===== src/rtl/mesh_boot_sequencer.sv =====
// mesh_boot_sequencer
// Walks every core of the mesh twice on a go pulse. The first pass issues the
// reset command and the second pass issues the start command with the core's
// entry address. An optional idle gap follows each issued command, and the
// mesh is then parked on the idle opcode.
module mesh_boot_sequencer #(
    parameter int unsigned NUM_CORES   = 16,
    parameter int unsigned ID_BITS     = 4,
    parameter logic [31:0] PROG_BASE   = 32'h10,
    parameter logic [31:0] PROG_STRIDE = 32'h400000,
    parameter int unsigned GAP_CYCLES  = 0,
    parameter logic [3:0]  OP_RESET    = 4'b0011,
    parameter logic [3:0]  OP_START    = 4'b1010,
    parameter logic [3:0]  OP_IDLE     = 4'b0000
) (
    input  logic                 clock,
    input  logic                 RST,
    input  logic                 go,
    input  logic [NUM_CORES-1:0] core_mask,
    output logic [3:0]           operation,
    output logic [ID_BITS-1:0]   core_ID,
    output logic                 ON,
    output logic                 reset,
    output logic                 start,
    output logic [31:0]          prog_address,
    output logic                 issue_valid,
    output logic                 busy,
    output logic                 done
);

    typedef enum logic [1:0] {
        S_IDLE,
        S_RST_PH,
        S_START_PH,
        S_FINISH
    } state_t;

    localparam logic [ID_BITS-1:0] LAST_IDX = ID_BITS'(NUM_CORES - 1);

    state_t               state_q, state_d;
    logic [ID_BITS-1:0]   idx_q, idx_d;
    logic [7:0]           gap_q, gap_d;
    logic [NUM_CORES-1:0] mask_q, mask_d;

    logic [3:0]           operation_q, operation_d;
    logic [ID_BITS-1:0]   core_id_q, core_id_d;
    logic                 on_q, on_d;
    logic                 reset_q, reset_d;
    logic                 start_q, start_d;
    logic [31:0]          prog_address_q, prog_address_d;
    logic                 issue_valid_q, issue_valid_d;
    logic                 busy_q, busy_d;
    logic                 done_q, done_d;

    // Slot processing is shared between the go edge and the two phase states.
    logic                 slot_en;
    logic                 slot_start;
    logic [ID_BITS-1:0]   slot_idx;
    logic [NUM_CORES-1:0] slot_mask;

    // Next-state and registered-output computation.
    always_comb begin
        state_d        = state_q;
        idx_d          = idx_q;
        gap_d          = gap_q;
        mask_d         = mask_q;
        operation_d    = operation_q;
        core_id_d      = core_id_q;
        on_d           = on_q;
        reset_d        = reset_q;
        start_d        = start_q;
        prog_address_d = prog_address_q;
        issue_valid_d  = 1'b0;
        busy_d         = busy_q;
        done_d         = 1'b0;
        slot_en        = 1'b0;
        slot_start     = 1'b0;
        slot_idx       = idx_q;
        slot_mask      = mask_q;

        case (state_q)
            S_IDLE: begin
                // Core 0 is handled on the accepting edge itself, using the
                // incoming mask because mask_q has not been loaded yet.
                if (go) begin
                    mask_d    = core_mask;
                    busy_d    = 1'b1;
                    slot_en   = 1'b1;
                    slot_idx  = '0;
                    slot_mask = core_mask;
                end
            end
            S_RST_PH, S_START_PH: begin
                slot_start = (state_q == S_START_PH);
                if (gap_q != '0) begin
                    gap_d = gap_q - 8'd1;
                end else begin
                    slot_en = 1'b1;
                end
            end
            S_FINISH: begin
                if (gap_q != '0) begin
                    gap_d = gap_q - 8'd1;
                end else begin
                    operation_d = OP_IDLE;
                    reset_d     = 1'b0;
                    done_d      = 1'b1;
                    busy_d      = 1'b0;
                    idx_d       = '0;
                    state_d     = S_IDLE;
                end
            end
            default: state_d = S_IDLE;
        endcase

        if (slot_en) begin
            if (slot_mask[slot_idx]) begin
                issue_valid_d = 1'b1;
                core_id_d     = slot_idx;
                gap_d         = 8'(GAP_CYCLES);
                if (slot_start) begin
                    operation_d    = OP_START;
                    reset_d        = 1'b0;
                    start_d        = 1'b1;
                    prog_address_d = PROG_BASE + (32'(slot_idx) * PROG_STRIDE);
                end else begin
                    operation_d = OP_RESET;
                    on_d        = 1'b1;
                    reset_d     = 1'b1;
                    start_d     = 1'b0;
                end
            end
            if (slot_idx == LAST_IDX) begin
                idx_d   = '0;
                state_d = slot_start ? S_FINISH : S_START_PH;
            end else begin
                idx_d   = slot_idx + 1'b1;
                state_d = slot_start ? S_START_PH : S_RST_PH;
            end
        end
    end

    // State and output registers with synchronous reset.
    always_ff @(posedge clock) begin
        if (RST) begin
            state_q        <= S_IDLE;
            idx_q          <= '0;
            gap_q          <= '0;
            mask_q         <= '0;
            operation_q    <= '0;
            core_id_q      <= '0;
            on_q           <= 1'b0;
            reset_q        <= 1'b0;
            start_q        <= 1'b0;
            prog_address_q <= '0;
            issue_valid_q  <= 1'b0;
            busy_q         <= 1'b0;
            done_q         <= 1'b0;
        end else begin
            state_q        <= state_d;
            idx_q          <= idx_d;
            gap_q          <= gap_d;
            mask_q         <= mask_d;
            operation_q    <= operation_d;
            core_id_q      <= core_id_d;
            on_q           <= on_d;
            reset_q        <= reset_d;
            start_q        <= start_d;
            prog_address_q <= prog_address_d;
            issue_valid_q  <= issue_valid_d;
            busy_q         <= busy_d;
            done_q         <= done_d;
        end
    end

    assign operation    = operation_q;
    assign core_ID      = core_id_q;
    assign ON           = on_q;
    assign reset        = reset_q;
    assign start        = start_q;
    assign prog_address = prog_address_q;
    assign issue_valid  = issue_valid_q;
    assign busy         = busy_q;
    assign done         = done_q;

endmodule


===== config.mk =====
export PLATFORM = sky130hd
export DESIGN_NAME = mesh_boot_sequencer
export DESIGN_NICKNAME = d
export VERILOG_FILES = /design/src/rtl/mesh_boot_sequencer.sv
export SDC_FILE = /design/constraint.sdc
export NUM_CORES = 1
export LEC_CHECK = 0
export CAP_MARGIN = 5
export CORE_ASPECT_RATIO = 0.5
export CORE_MARGIN = 10
export CORE_UTILIZATION = 39
export CTS_CLUSTER_SIZE = 10
export DETAILED_ROUTE_END_ITERATION = 16
export PLACE_DENSITY_LB_ADDON = 0.15
export SLEW_MARGIN = 20
export SYNTH_ARGS = -nofsm -noshare
export SYNTH_HDL_FRONTEND = slang
export SYNTH_SLANG_ARGS = --single-unit
export TNS_END_PERCENT = 1

===== constraint.sdc =====
create_clock -name clock -period 3.4 [get_ports clock]
set_input_delay 0.51 -clock clock [delete_from_list [all_inputs] [get_ports clock]]
set_output_delay 0.51 -clock clock [all_outputs]
set_load 0.05 [all_outputs]

==> results of run 1 <==
[through the flow]
| stage | area (um^2) | setup WS [ns] | cells |
|---|---|---|---|
| final | 2900 | 0.852 | 399 |
| after global routing | 2900 | 0.646 | 399 |
| after CTS | 2900 | 0.855 | 399 |
| after detailed placement | 2720 | 0.747 | 391 |
| after global placement | 2720 | 0.777 | 391 |
| after floorplan | 2500 | 1.32 | 306 |
[where the power goes]
part | total, mW | switching (mW) | internal [mW] | leakage (nW)
Sequential | 0.767 | 0.0970 | 0.670 | 0.400
Combinational | 0.763 | 0.475 | 0.288 | 0.696
Clock | 0.576 | 0.209 | 0.367 | 0.0831
[cell usage after synthesis, types with 3 or more instances]
library cell  count
dfxtp_1          49
nand2_1          43
a21oi_1          32
buf_4            27
nor2_1           24
clkbuf_1         11
inv_1            10
mux2i_1           9
nand3_1           8
ha_1              7
and3_1            5
mux4_2            5
and2_1            4
nor3_1            4
o21ai_0           4
xnor2_1           4
a31oi_1           3
[final cells by class]
cell class | count | area share [%]
Sequential cell | 49 | 33.8
Inverter | 10 | 1.29
Tap cell | 88 | 3.80
Clock inverter | 2 | 1.29
Clock buffer | 6 | 4.79
Timing Repair Buffer | 40 | 13.5
Multi-Input combinational cell | 204 | 41.5
[layout by cell type, fill, tap and decap left out, types with 3 or more instances in the layout]
cell             instances
nor3_1                   4
a31oi_1                  3
clkdlybuf4s50_1         37
mux4_2                   5
mux2i_1                  9
o21ai_0                  4
and3_1                   5
a21oi_1                 32
xnor2_1                  4
conb_1                  27
nor2_1                  24
and2_1                   4
inv_1                   10
buf_4                    3
ha_1                     7
nand2_1                 43
clkbuf_16                5
nand3_1                  8
dfxtp_1                 49
[metal layers]
layer	share of wire, %	track usage [%]	vias to the layer above
li1	-	-	944
met2	44	18.3	60
met1	47	13.7	889
met3	7.8	3.06	2
met4	0.72	2.82	0
met5	0	0	-
[how the worst max path moves through the flow]
stage | to | slack [ns] | cells after the start
2_1_floorplan | state_q[0]$_SDFFE_PP0P_ | 1.32 | 12
3_3_place_gp | gap_q[3]$_SDFF_PP0_ | 0.78 | 7
3_5_place_dp | gap_q[3]$_SDFF_PP0_ | 0.75 | 8
4_1_cts | gap_q[1]$_SDFF_PP0_ | 0.85 | 6
5_1_grt | gap_q[1]$_SDFF_PP0_ | 0.65 | 6
6_report | gap_q[1]$_SDFF_PP0_ | 0.85 | 6
[sequential cells by signal, indices dropped and copies added, names as in the netlist]
register / cells
ON: 1
busy: 1
core_ID: 4
done: 1
gap_q: 8
idx_q: 4
issue_valid: 1
mask_q: 16
operation: 4
prog_address: 5
reset: 1
start: 1
state_q: 2
[tightest hold or removal path: cells and delay by family (launching register included)]
family	cells	cell delay, ns
flip-flops	1	0.31
AND/OR/NAND/NOR	2	0.08
[kinds of logic (layout without fill, tap and decap cells)]
family / count (synthesis) / count (layout) / share of synthesized area, %
and+or+nand+nor: 102 / 102 / 19.6
buffers and inverters: 53 / 58 / 13.2
DFF: 49 / 49 / 40.8
AOI/OAI and AO/OA: 48 / 48 / 12.0
muxes: 14 / 14 / 8.43
adders and majority gates: 7 / 7 / 3.64
xor gates and xnor gates: 6 / 6 / 2.19
other: 1 / 27 / 0.156
==> impl_results.md, run 1 <==
- Synth Flop Type: dfxtp_1
- Rows: 20
- Status: finished, final reports clean
- Hold path startpoint: operation[2]$_SDFF_PP0_
- Clk_skew: 0.00427 ns
- Drt first pass iters: 4
- Worst path slowest cell: dfxtp_1
- Final Cycle Share: 74.9%
- Post-synthesis cell area: 2400 um^2
- DR DRC count: 0
- Largest net degree at the start of global routing: 23
- Worst-path clk slew: 0.07 ns
- Share of layout cells above drive strength 1: 7.40%
- CTS Hold Buffers Added: 0
- Multi-input gate area: 1200 um^2
- I/O pins: 65
- DIE HEIGHT: 75.5 um
- Worst EP arrival: 2.74 ns
- Gates resized, CTS repair: 0
- Final setup viols: 0
- Hold Worst Slack: 0.438 ns
- Fmax achieved: 393 MHz
- Crit. Startpoint: idx_q[0]$_SDFFE_PP0P_
- Hold Path Cell Cnt: 2
- Final Max Tran Viols: 0
- Worst R2R Path Depth: 6
- H-tree depth: 2
- WP buf/inv: 0
- Via density: 4.75
- CP Launch Type: flip-flop
- Synth-to-layout area growth: 20.7%
- Final GP Congestion: 0.817
- ANT nets after route: 0
- CP max FO: 16
- Synth top area share: 40.8%
- Yosys top cell by area: dfxtp_1
- Core box area: 6030 um^2
- Dpl hpwl: 4.06 mm
- Reg2Reg Setup Slack: 0.85 ns
- Crit end category: flip-flop
- Grt ovf: 0
- Fin nets: 336
- TritonCTS clock tree: built
- CTS Sinks: 49
- Chip Width: 131 um
- LEAKAGE: 1.18 nW
- Root Driver: clkbuf_16
- First-pass GRT wire length: 8.80 mm
- Post-synth ARST share: 0%
- Post-CTS Setup Bufs: 0
- Number of synthesized flops with an enable pin: 0
- # fillers: 581
- Endpoints failing hold: 0
- Clk_lat worst skew: 0.28 ns
- Worst Hold End: operation[2]$_SDFF_PP0_
- Worst-Margin Slew: 0.742 ns
- Initial antenna violation count: 0
- CTS max path bufs: 2
- Setup_tns: 0 ns
- Relative slew slack: 50.3%
- Reg-to-reg endpoint: gap_q[1]$_SDFF_PP0_
- Initial core utilization: 39.9%
- Gr usage total: 10.9%
- Max Cap Viol: 0
- Crit-path leading delay family: compound AO/OA/AOI/OAI gates
- DIE AREA: 9890 um^2
- Port Buffers: 37
- Avg Cell Area, Syn: 8.58 um^2
- Average wire per standard cell: 13.2 um
- 1st-iter DRT viols: 107
- Critical Path Max Stage Delay: 0.63 ns
- Mapped Cells: 280
- Final min period: 2.55 ns
- Kind of critical path: flip-flop to flip-flop
- Vias: 1,895
- WL final: 5.26 mm
- Reg2Reg Launch Point: idx_q[0]$_SDFFE_PP0P_
- Synth top area cells: dfxtp_1, buf_4, nand2_1
- Pwr dens: 726 nW/um^2
- Vias in the first global route: 1,838
- Cells along the critical path: mux4_2, o2111ai_1, nand3_2, o21ai_4, nand2b_2, a211oi_1
- Sequential area share after synthesis: 40.8%
- Diodes inserted: 0
- Worst min path class: flip-flop to flip-flop
- Synth unique cells: 39
- CP required: 3.59 ns
- Yosys reg bits: 49
- Reg area: 981 um^2
- Yosys warnings: 0
- RSZ-0062 raised after global routing: false
- Final Power: 2.11 mW
- Core Util, Final: 48.1%
- Total CTS buffers: 5
- Worst VDD drop: 319 uV
Power figures use the tool's default switching activity.
==> run 2: changes to the inputs <==
clock period = 2.6 ns   (was 3.4 ns; I/O delays follow)
==> run 2 against run 1 <==
Via count fell by 1.0%. Largest power group is now combinational logic. Maximum frequency rose by 12%. Core utilization rose by 0.12 points. Count of clock-buffer cells in the layout did not move. Setup slack got worse by 0.52 ns. Final area rose by 0.26%. Critical endpoint is now prog_address[25]$_SDFFE_PP0P_.
==> impl_results.md, run 2 (same netlist as run 1, synthesis figures left out) <==
- DR DRC count: 0 (unchanged)
- Status: finished, final reports clean
- CP dominant cell by count: o211ai_2
- CTS max path bufs: 2 (unchanged)
- Setup_tns: 0 ns (unchanged)
- Critical Path Max Stage Delay: 0.52 ns (-0.11 ns)
- Chip Width: 131 um (unchanged)
- Via density: 4.63 (-2.5%)
- ANT nets after route: 0 (unchanged)
- Clk_lat worst skew: 0.28 ns (about the same)
- Clk_skew: 0.00348 ns (-0.000786 ns)
- Root Driver: clkbuf_16
- Endpoints failing hold: 0 (unchanged)
- Crit-path leading delay family: multiplexers
- DIE HEIGHT: 75.5 um (unchanged)
- Worst-path clk slew: 0.06 ns (about the same)
- Gr usage total: 10.8% (-0.089 points)
- LEAKAGE: 1.20 nW (+1.4%)
- Largest net degree at the start of global routing: 24 (+4.3%)
- Hold Worst Slack: 0.429 ns (-0.00899 ns)
- Final GP Congestion: 0.857 (+4.8%)
- 1st-iter DRT viols: 89 (-17%)
- Drt first pass iters: 4 (unchanged)
- Dpl hpwl: 4.22 mm (+4.0%)
- DIE AREA: 9890 um^2 (unchanged)
- CP max FO: 8 (-8)
- Reg with most FFs: mask_q
- Total CTS buffers: 5 (unchanged)
- WP buf/inv: 1 (+1)
- Worst-Margin Slew: 0.590 ns (-0.152 ns)
- Final Max Tran Viols: 0 (unchanged)
- Worst path slowest cell: mux4_2
- Most frequent cells in the layout: dfxtp_1, nand2_1, clkdlybuf4s50_1
- Worst VDD drop: 370 uV (+16%)
- Vias in the first global route: 1,815 (-1.3%)
- Final Cycle Share: 87.4% (+12 points)
- CTS Hold Buffers Added: 0 (unchanged)
- CTS Sinks: 49 (unchanged)
- Final setup viols: 0 (unchanged)
- Initial core utilization: 39.9% (unchanged)
- Crit end category: flip-flop
- CP Launch Type: flip-flop
- Vias: 1,876 (-1.0%)
- CP required: 2.77 ns (-0.82 ns)
- TritonCTS clock tree: built
- I/O pins: 65 (unchanged)
- Fin nets: 342 (+1.8%)
- Diodes inserted: 0 (unchanged)
- Max reg flops: 16 (unchanged)
- WL final: 5.37 mm (+2.0%)
- Average wire per standard cell: 13.2 um (+0.45%)
- Commonest non-fill, non-tap cell in the layout: dfxtp_1
- Core box area: 6030 um^2 (unchanged)
- Initial antenna violation count: 0 (unchanged)
- Final min period: 2.27 ns (-0.276 ns)
- Max Cap Viol: 0 (unchanged)
- Multi-input gate area: 1200 um^2 (unchanged)
- RSZ-0062 raised after global routing: false
- Fmax achieved: 440 MHz (+12%)
- Relative slew slack: 60.3% (+9.9 points)
- Cells along the critical path: buf_4, mux4_2, o211ai_2, nand3_2, o211ai_2, mux2i_1, nor2_1
- First-pass GRT wire length: 8.63 mm (-2.0%)
- Worst EP arrival: 2.44 ns (-0.30 ns)
- Share of layout cells above drive strength 1: 8.83% (+1.4 points)
- Kind of critical path: flip-flop to flip-flop
- Reg area: 981 um^2 (unchanged)
- Gates resized, CTS repair: 0 (unchanged)
- H-tree depth: 2 (unchanged)
- Synth-to-layout area growth: 21.0%
- Pwr dens: 914 nW/um^2 (+26%)
- # fillers: 583 (+0.34%)
- Rows: 20 (unchanged)
- Port Buffers: 37 (unchanged)
- Worst min path class: flip-flop to flip-flop
- Post-CTS Setup Bufs: 0 (unchanged)
- Grt ovf: 0 (unchanged)
-- run 2: cell types whose count changed in the layout (fill, tap and decap cells not counted), sizes merged --
cell,before,now
bufinv,1,0
buf,3,9
clkinvlp,1,0
clkinv,0,2
-- run 2: worst register-to-register path, delay by kind of cell (launching register included) --
family | cells | cell delay (ns)
muxes | 2 | 0.75
buffers and inverters | 1 | 0.22
DFF | 1 | 0.43
and+or+nand+nor | 2 | 0.22
AOI/OAI and AO/OA | 2 | 0.55
-- run 2: area by class of cell --
class | instances | share of cell area, %
clock inverter | 2 | 0.344
clock buffer | 6 | 4.43
multi-input combinational | 204 | 41.4
sequential | 49 | 33.7
inverter | 10 | 1.29
timing repair buffer | 46 | 15.1
tap | 88 | 3.79
-- run 2: path summary, 6_finish.rpt --
check | start | endpoint | slack [ns] | cells past startpoint
min | operation[2]$_SDFF_PP0_ | operation[2]$_SDFF_PP0_ | 0.43 | 2
min reg2reg | operation[2]$_SDFF_PP0_ | operation[2]$_SDFF_PP0_ | 0.43 | 2
max | idx_q[0]$_SDFFE_PP0P_ | prog_address[25]$_SDFFE_PP0P_ | 0.33 | 7
max reg2reg | idx_q[0]$_SDFFE_PP0P_ | prog_address[25]$_SDFFE_PP0P_ | 0.33 | 7
-- run 2: power by group --
| group | switching, mW | internal, mW | total [mW] | leakage (nW) |
|---|---|---|---|---|
| combinational | 0.662 | 0.400 | 1.06 | 0.725 |
| sequential | 0.0980 | 0.877 | 0.975 | 0.400 |
| clock | 0.269 | 0.354 | 0.622 | 0.0706 |
| total | 1.03 | 1.63 | 2.66 | 1.20 |
-- run 2: per-stage QoR --
stage	cell area, um^2	power (mW)	worst slack (ns)	utilization (%)	instances
6_report	2910	2.66	0.328	48.2	405
5_1_grt	2910	2.85	0.163	48.2	405
4_1_cts	2910	2.68	0.320	48.2	405
3_5_place_dp	2770	2.06	0.196	45.9	397
3_3_place_gp	2770	2.04	0.221	45.9	397
2_1_floorplan	2500	1.85	0.521	-	306
-- run 2: routing by layer --
metal	part of all wire, %	up-vias	global-route usage [%]
li1	-	958	-
met1	47	861	13.7
met2	44	55	18.6
met3	7.5	2	2.57
met4	0.50	0	2.20
met5	0	-	0
==> run 3: changes to the inputs <==
CORE_ASPECT_RATIO = unset   (was 0.5)
MAX_ROUTING_LAYER = met4   (was unset)
==> run 3 against run 2 <==
Global-route usage rose by 0.079 points. Count of clock-buffer cells in the layout rose by 1. Critical path depth rose by 4. Sequential cell count did not move. Maximum frequency rose by 0.77%. Cell count fell by 2.2%. Non-clock buffer count rose by 5. Clock power fell by 29%. Critical endpoint is now state_q[0]$_SDFFE_PP0P_. Final area fell by 1.1%. Largest cell class unchanged. Register-to-register slack improved by 0.02 ns. Worst hold slack improved by 0.0091 ns. Core utilization rose by 0.083 points.
==> impl_results.md, run 3 (same netlist as run 1, synthesis figures left out) <==
- Post-Place Setup Slack: 0.150 ns (-0.0459 ns)
- CTS Hold Buffers Added: 0 (unchanged)
- Worst EP arrival: 2.44 ns (about the same)
- Diodes inserted: 0 (unchanged)
- Setup_tns: 0 ns (unchanged)
- Commonest non-fill, non-tap cell in the layout: dfxtp_1
- H-tree depth: 2 (unchanged)
- Final setup viols: 0 (unchanged)
- CP Launch Type: flip-flop
- Reg with most FFs: mask_q
- Multi-input gate area: 1200 um^2 (unchanged)
- Max reg flops: 16 (unchanged)
- Rows: 28 (+40%)
- Average wire per standard cell: 13.2 um (-0.62%)
- Reg area: 981 um^2 (unchanged)
- Most frequent cells in the layout: dfxtp_1, nand2_1, clkdlybuf4s50_1
- Pwr dens: 864 nW/um^2 (-5.6%)
- DIE HEIGHT: 98.5 um (+30%)
- Port Buffers: 37 (unchanged)
- Fin nets: 347 (+1.5%)
- Final GP Congestion: 0.768 (-10%)
- CTS max path bufs: 2 (unchanged)
- Share of layout cells above drive strength 1: 9.97% (+1.1 points)
- 1st-iter DRT viols: 90 (+1.1%)
- TritonCTS clock tree: built
- CP required: 2.78 ns (about the same)
- Worst Slack Setup Final: 0.346 ns (+0.0173 ns)
- Fmax achieved: 444 MHz (+0.77%)
- Root Driver: clkbuf_8
- Gr usage total: 10.9% (+0.079 points)
- LEAKAGE: 1.19 nW (-0.24%)
- Post-route insts no fill: 396 (-2.2%)
- Final Max Tran Viols: 0 (unchanged)
- Chip Width: 98.5 um (-25%)
- Placed Instances: 389 (-2.0%)
- Endpoints failing hold: 0 (unchanged)
- Reg2Reg Setup Slack: 0.35 ns (+0.02 ns)
- Vias in the first global route: 1,905 (+5.0%)
- Initial antenna violation count: 0 (unchanged)
- WL final: 5.21 mm (-2.8%)
- Gates resized, CTS repair: 0 (unchanged)
- Grt ovf: 0 (unchanged)
- Status: finished, final reports clean
- Worst min path class: flip-flop to flip-flop
- Initial core utilization: 40.4% (+0.50 points)
- Core box area: 5960 um^2 (-1.2%)
- CTS Sinks: 49 (unchanged)
- Relative slew slack: 61.2% (+0.95 points)
- Worst-path clk slew: 0.08 ns (+0.02 ns)
- Total CTS buffers: 5 (unchanged)
- ANT nets after route: 0 (unchanged)
- # fillers: 593 (+1.7%)
- Synth-to-layout area growth: 19.7%
- CP max FO: 12 (+4)
- Core Util, Final: 48.3% (+0.083 points)
- Post-CTS Setup Bufs: 0 (unchanged)
- Final Cycle Share: 86.7% (-0.67 points)
- Hold Worst Slack: 0.438 ns (+0.00912 ns)
- Crit end category: flip-flop
- Via density: 4.65 (+0.47%)
- Kind of critical path: flip-flop to flip-flop
- DR DRC count: 0 (unchanged)
- Largest net degree at the start of global routing: 27 (+13%)
- I/O pins: 65 (unchanged)
- Worst-Margin Slew: 0.576 ns (-0.0140 ns)
- Final min period: 2.25 ns (-0.0173 ns)
- Max Cap Viol: 0 (unchanged)
- Drt first pass iters: 4 (unchanged)
- DIE AREA: 9700 um^2 (-1.9%)
- Dpl hpwl: 4.04 mm (-4.3%)
- Worst VDD drop: 411 uV (+11%)
- RSZ-0062 raised after global routing: false
- Clk_lat worst skew: 0.29 ns (about the same)
- Clk_skew: 0.00597 ns (+0.00249 ns)
- First-pass GRT wire length: 8.81 mm (+2.2%)
- Vias: 1,843 (-1.8%)
## run 3: cell count changes in the layout (fill, tap and decap cells not counted)
cell	before	now
clkbuf_8	0	6
clkinv_2	2	0
buf_4	9	14
clkbuf_16	5	0
## run 3: worst paths after layout
path                                              start                      end  cells after the start
worst max register to register  state_q[1]$_SDFFE_PP0P_  state_q[0]$_SDFFE_PP0P_                     11
worst min register to register  operation[2]$_SDFF_PP0_  operation[2]$_SDFF_PP0_                      2
worst min-delay path            operation[2]$_SDFF_PP0_  operation[2]$_SDFF_PP0_                      2
worst max-delay path            state_q[1]$_SDFFE_PP0P_  state_q[0]$_SDFFE_PP0P_                     11
## run 3: worst max-delay path, cell delays in order (launching register included)
cell and delay [ns]:
dfxtp_1 0.40, inv_1 0.08, ha_1 0.23, nand2_1 0.31, nand2_1 0.13, inv_1 0.13, ha_1 0.23, nand3_1 0.13
ha_1 0.29, nor2_1 0.04, a31oi_1 0.14, nor2_1 0.05
## run 3: routing by layer
| metal | GRT usage, % | vias up | routed length (um) |
|---|---|---|---|
| met5 | - | - | 0 |
| met3 | 3.42 | 5 | 262 |
| met4 | 2.65 | 0 | 35 |
| met2 | 18.2 | 43 | 2510 |
| met1 | 12.4 | 832 | 2400 |
| li1 | - | 963 | - |
## run 3: area by class of cell
cell class	count	area share (%)
Multi-Input combinational cell	204	41.8
Sequential cell	49	34.1
Timing Repair Buffer	51	16.5
Tap cell	75	3.26
Clock buffer	7	3.00
Inverter	10	1.30
## run 3: report_power, final
part	switching, mW	total [mW]	internal, mW
Sequential	0.113	0.989	0.876
Clock	0.230	0.442	0.211
Combinational	0.634	1.05	0.420
## run 3: metrics by stage
step	cell area, um^2	total power [mW]
global route	2880	2.67
finish	2880	2.48
CTS	2880	2.51
global placement	2790	2.06
floorplan	2500	1.85
detailed placement	2790	2.06
